<file path="src/rtl/onehot_encoder_serializer.sv">
// onehot_encoder_serializer
//
// Takes a multi-hot request vector over a valid/ready handshake and returns
// the binary index of every set bit, lowest index first, one index per
// output beat. The final beat of a vector carries out_last. Sending each
// emitted index through the 2-to-4 enable decoder rebuilds the original
// vector, one bit per beat.
//
// Ports:
//   clk        system clock, all state changes on the rising edge
//   rst        asynchronous active-high reset
//   en         block enable; low blocks acceptance and aborts any vector
//              still being emitted
//   in_vld     in_vec is valid
//   in_rdy     block can accept a vector this cycle
//   in_vec     N-bit request vector, more than one bit may be set
//   out_vld    out_idx / out_last are valid
//   out_rdy    consumer takes the current beat
//   out_idx    binary index of the lowest pending set bit
//   out_last   current beat is the final beat of the vector
//   zero_pulse one-cycle pulse after an all-zero vector was accepted and
//              dropped
//   busy       high while the block is emitting beats

module onehot_encoder_serializer #(
  parameter int N     = 4,
  parameter int IDX_W = 2
) (
  input  logic             clk,
  input  logic             rst,
  input  logic             en,
  input  logic             in_vld,
  output logic             in_rdy,
  input  logic [N-1:0]     in_vec,
  output logic             out_vld,
  input  logic             out_rdy,
  output logic [IDX_W-1:0] out_idx,
  output logic             out_last,
  output logic             zero_pulse,
  output logic             busy
);

  typedef enum logic {
    IDLE,
    EMIT
  } state_t;

  state_t           state;
  state_t           state_nxt;
  logic [N-1:0]     pending;
  logic [N-1:0]     pending_nxt;
  logic             zero_nxt;
  logic [N-1:0]     low_mask;
  logic [IDX_W-1:0] low_idx;
  logic             single;
  logic             accept;

  // Isolate the lowest set bit of the pending vector. Adding one to the
  // inverted vector carries up to exactly that bit, so the AND leaves it
  // alone. Clearing this mask is how a delivered beat is retired.
  always_comb begin
    low_mask = pending & (~pending + N'(1));
  end

  // Binary position of the lowest set bit. The loop walks from the top down
  // so the last match to win is the lowest index. An empty vector gives 0,
  // which keeps out_idx at 0 whenever nothing is pending.
  always_comb begin
    low_idx = '0;
    for (int i = N - 1; i >= 0; i--) begin
      if (pending[i]) begin
        low_idx = IDX_W'(i);
      end
    end
  end

  // Exactly one bit pending means the current beat is the final one.
  // Clearing the lowest set bit and getting zero is the power-of-two test.
  always_comb begin
    single = (pending != '0) && ((pending & (pending - N'(1))) == '0);
  end

  // The handshake is ready only in IDLE with the block enabled. rst is
  // folded in so in_rdy drops at the moment reset is asserted, without
  // waiting for the state register to settle.
  always_comb begin
    in_rdy = en && (state == IDLE) && !rst;
    accept = in_vld && in_rdy;
  end

  // Next-state and next-pending logic. An all-zero vector is accepted but
  // produces no beats, so it only raises zero_pulse for the following
  // cycle. Dropping en during EMIT throws away what remains. A beat that
  // handshakes on that same edge has already been seen by the consumer, so
  // nothing extra is done for it.
  always_comb begin
    state_nxt   = state;
    pending_nxt = pending;
    zero_nxt    = 1'b0;
    case (state)
      IDLE: begin
        if (accept) begin
          if (in_vec == '0) begin
            zero_nxt = 1'b1;
          end else begin
            pending_nxt = in_vec;
            state_nxt   = EMIT;
          end
        end
      end
      EMIT: begin
        if (!en) begin
          pending_nxt = '0;
          state_nxt   = IDLE;
        end else if (out_rdy) begin
          pending_nxt = pending & ~low_mask;
          if (single) begin
            state_nxt = IDLE;
          end
        end
      end
      default: begin
        pending_nxt = '0;
        state_nxt   = IDLE;
      end
    endcase
  end

  // State, pending vector and the zero pulse flop. Reset clears everything
  // asynchronously so all outputs fall to their idle values immediately.
  always_ff @(posedge clk or posedge rst) begin
    if (rst) begin
      state      <= IDLE;
      pending    <= '0;
      zero_pulse <= 1'b0;
    end else begin
      state      <= state_nxt;
      pending    <= pending_nxt;
      zero_pulse <= zero_nxt;
    end
  end

  // Output beats come only from registered state, so they stay stable while
  // the consumer stalls. Outside EMIT everything is held at zero.
  always_comb begin
    out_vld  = (state == EMIT);
    busy     = (state == EMIT);
    out_idx  = (state == EMIT) ? low_idx : '0;
    out_last = (state == EMIT) && single;
  end

endmodule

</file>
<file path="config.mk">
export PLATFORM = sky130hd
export DESIGN_NAME = onehot_encoder_serializer
export DESIGN_NICKNAME = d
export VERILOG_FILES = /design/src/rtl/onehot_encoder_serializer.sv
export SDC_FILE = /design/constraint.sdc
export NUM_CORES = 1
export LEC_CHECK = 0
export CAP_MARGIN = 20
export CORE_AREA = 2 2 39 41
export DETAILED_ROUTE_END_ITERATION = 10
export DIE_AREA = 0 0 41 43
export GPL_ROUTABILITY_DRIVEN = 0
export PLACE_DENSITY = 0.63
export SKIP_CTS_REPAIR_TIMING = 1
export SLEW_MARGIN = 30
export SYNTH_ARGS = -nofsm -noshare
export SYNTH_HDL_FRONTEND = slang
export SYNTH_SLANG_ARGS = --single-unit
</file>
<file path="constraint.sdc">
create_clock -name clk -period 1.94 [get_ports clk]
set_input_delay 0.388 -clock clk [delete_from_list [all_inputs] [get_ports clk]]
set_output_delay 0.388 -clock clk [all_outputs]
set_load 0.02 [all_outputs]
</file>
==> run metrics <==
status=finished clean; Chip Height=43 microns; MaxCap Viol Count=0; crit share post-route=98.3%; Layout Nets=83; initial core utilization=30.7%; Synth Cell Area=424 sq um; Synth-to-Final Area Change=66.7%; final core utilization=51.1%; DR WL/cell=12.3 microns; largest net degree at the start of global routing=11; Worst-path clk slew=0.04 ns; yosys warns=0; vias in the first global route=between 400 and 500; PD cells=approximately 1100 mW/mm^2; GRT Util Overall=between 15 and 20%; Setup Skew=0.000416 ns; Static Leak=0.383 nW; Final Hold Viols=0; flops & latches, synth=6; GRT overflow=0; DIE WIDTH=slightly above 40 microns; Setup Slack @ Placement=-0.232 ns; Critical Path RT=2.07 ns; antenna violations before repair=0; CTS buffer count=3; placed wire-length estimate=854 microns; critical path class=in2reg; Worst-Skew Late Latency=0.24 ns; CTS tree=done; Pre-Repair DR Iteration Count=5; highest clock rate=524 MHz; final setup TNS=0 ns; routed vias/inst=roughly 4.9; Final setup viols=0; Antenna Cells=0; routed wire length=around 1100 microns; crit path DAT=2.03 ns; Core Box Area=0.00138 sq mm; library cells used by synthesis=29; Sink Count=6; register area share after synthesis=35.4%; H-tree level count=1; Peak VDD IR=0.000411 V; Final ANT Viol Nets=0; worst hold path type=in2async; register area=150 sq um; Pins Over Slew Limit=0; post-synth net total=54; CTS max path bufs=2; Filler cells=134; Final Instance Area=707 sq um; final hold slack=0.451 ns; share of cells above drive strength 1=37.5%; Area contributors post-synth=dfrtp_1 35%, mux2_2 8.0%, a21oi_4 3.8%; Primary FF master, synth=dfrtp_1; fin worst setup slack=about 0.032 ns; post-route DRC violation count=0; top cells by count, synth=6 x dfrtp_1, 4 x inv_1, 3 x clkbuf_1, 3 x mux2_2; area taken by multi-input logic gates=approximately 250 sq um; Tmin final=1.91 ns; Post-Syn Area per Cell=9.43 sq um; First DRT Iteration DRCs=5; row count=14; IO buf count=15; cell taking the most area after synthesis=dfrtp_1; Yosys top cell area share=35.4%; most frequent cell after synthesis=dfrtp_1; die footprint=0.00176 sq mm; first-pass GRT wire length=1750 microns; CP Max Fanout=4; critical path endpoint category=register; Worst-Margin Slew=0.255 ns; clock root cell=clkbuf_4; Placed Area=673 sq um; share of synthesized flip-flops with an asynchronous set or reset=100%; Post-synth EDFFs=0; I/O pins=16; Setup crit start kind=primary input; Worst slew margin=82.9%; via count=433; cells after synthesis=45
## registers in the layout, indices dropped and copies added, names as in the netlist
signal	flops
zero_pulse	1
pending	4
busy	1
## area by class of cell
cell class,instances,share of cell area (%)
Multi-Input combinational cell,31,34.9
Clock buffer,3,3.19
Timing Repair Buffer,28,35.8
Sequential cell,6,21.2
Tap cell,16,2.83
Inverter,4,2.12
## metrics by stage
stage          cells  total power [mW]
2_1_floorplan     45             0.427
3_3_place_gp      85             0.633
3_5_place_dp      85             0.636
4_1_cts           88             0.757
5_1_grt           88             0.816
6_report          88             0.746
## power by group
part	total, mW	internal (mW)	leakage (nW)	switching, mW
clock	0.113	0.0698	0.0138	0.0434
sequential	0.225	0.167	0.0765	0.0578
combinational	0.407	0.244	0.293	0.163
total	0.746	0.482	0.383	0.264
## layout by cell type, fill, tap and decap left out, types with 2 or more instances in the layout
| cell | n |
|---|---|
| a21oi_1 | 2 |
| buf_4 | 13 |
| inv_1 | 4 |
| o21ai_0 | 2 |
| nor3b_1 | 2 |
| dlymetal6s2s_1 | 4 |
| nor2_1 | 2 |
| clkdlybuf4s50_1 | 10 |
| mux2_2 | 3 |
| dfrtp_1 | 6 |
| clkbuf_4 | 3 |
## per-layer routing
metal	global-route usage [%]	vias to the layer above	routed length, microns
li1	-	215	-
met3	7.85	2	81
met5	0	-	0
met4	8.00	0	10
met1	15.3	200	420
met2	25.0	16	566
## path summary, 6_finish.rpt
check | from | to | slack [ns] | cells past startpoint
hold / removal | rst | pending[1] | 0.45 | 2
min in group clk | pending[3] | pending[3] | 0.69 | 2
hold reg to reg | pending[3] | pending[3] | 0.69 | 2
setup / recovery | in_vec[2] | pending[3] | 0.03 | 5
setup reg to reg | busy | pending[3] | 0.25 | 5
max in group asynchronous | rst | pending[0] | 1.29 | 2
## cell families after synthesis
kind of cell	synth area share (%)
AO/OA/AOI/OAI	19.8
XOR/XNOR	2.07
buffers and inverters	7.96
flip-flops	35.4
multiplexers	7.96
AND/OR/NAND/NOR	26.8
## worst max-delay path, cell delays in order
cell and delay (ns):
clkdlybuf4s50_1 0.43, or4_4 0.54, and2_4 0.17, a21oi_4 0.16, mux2_2 0.35
No activity file was read; power rests on OpenSTA's default activity.
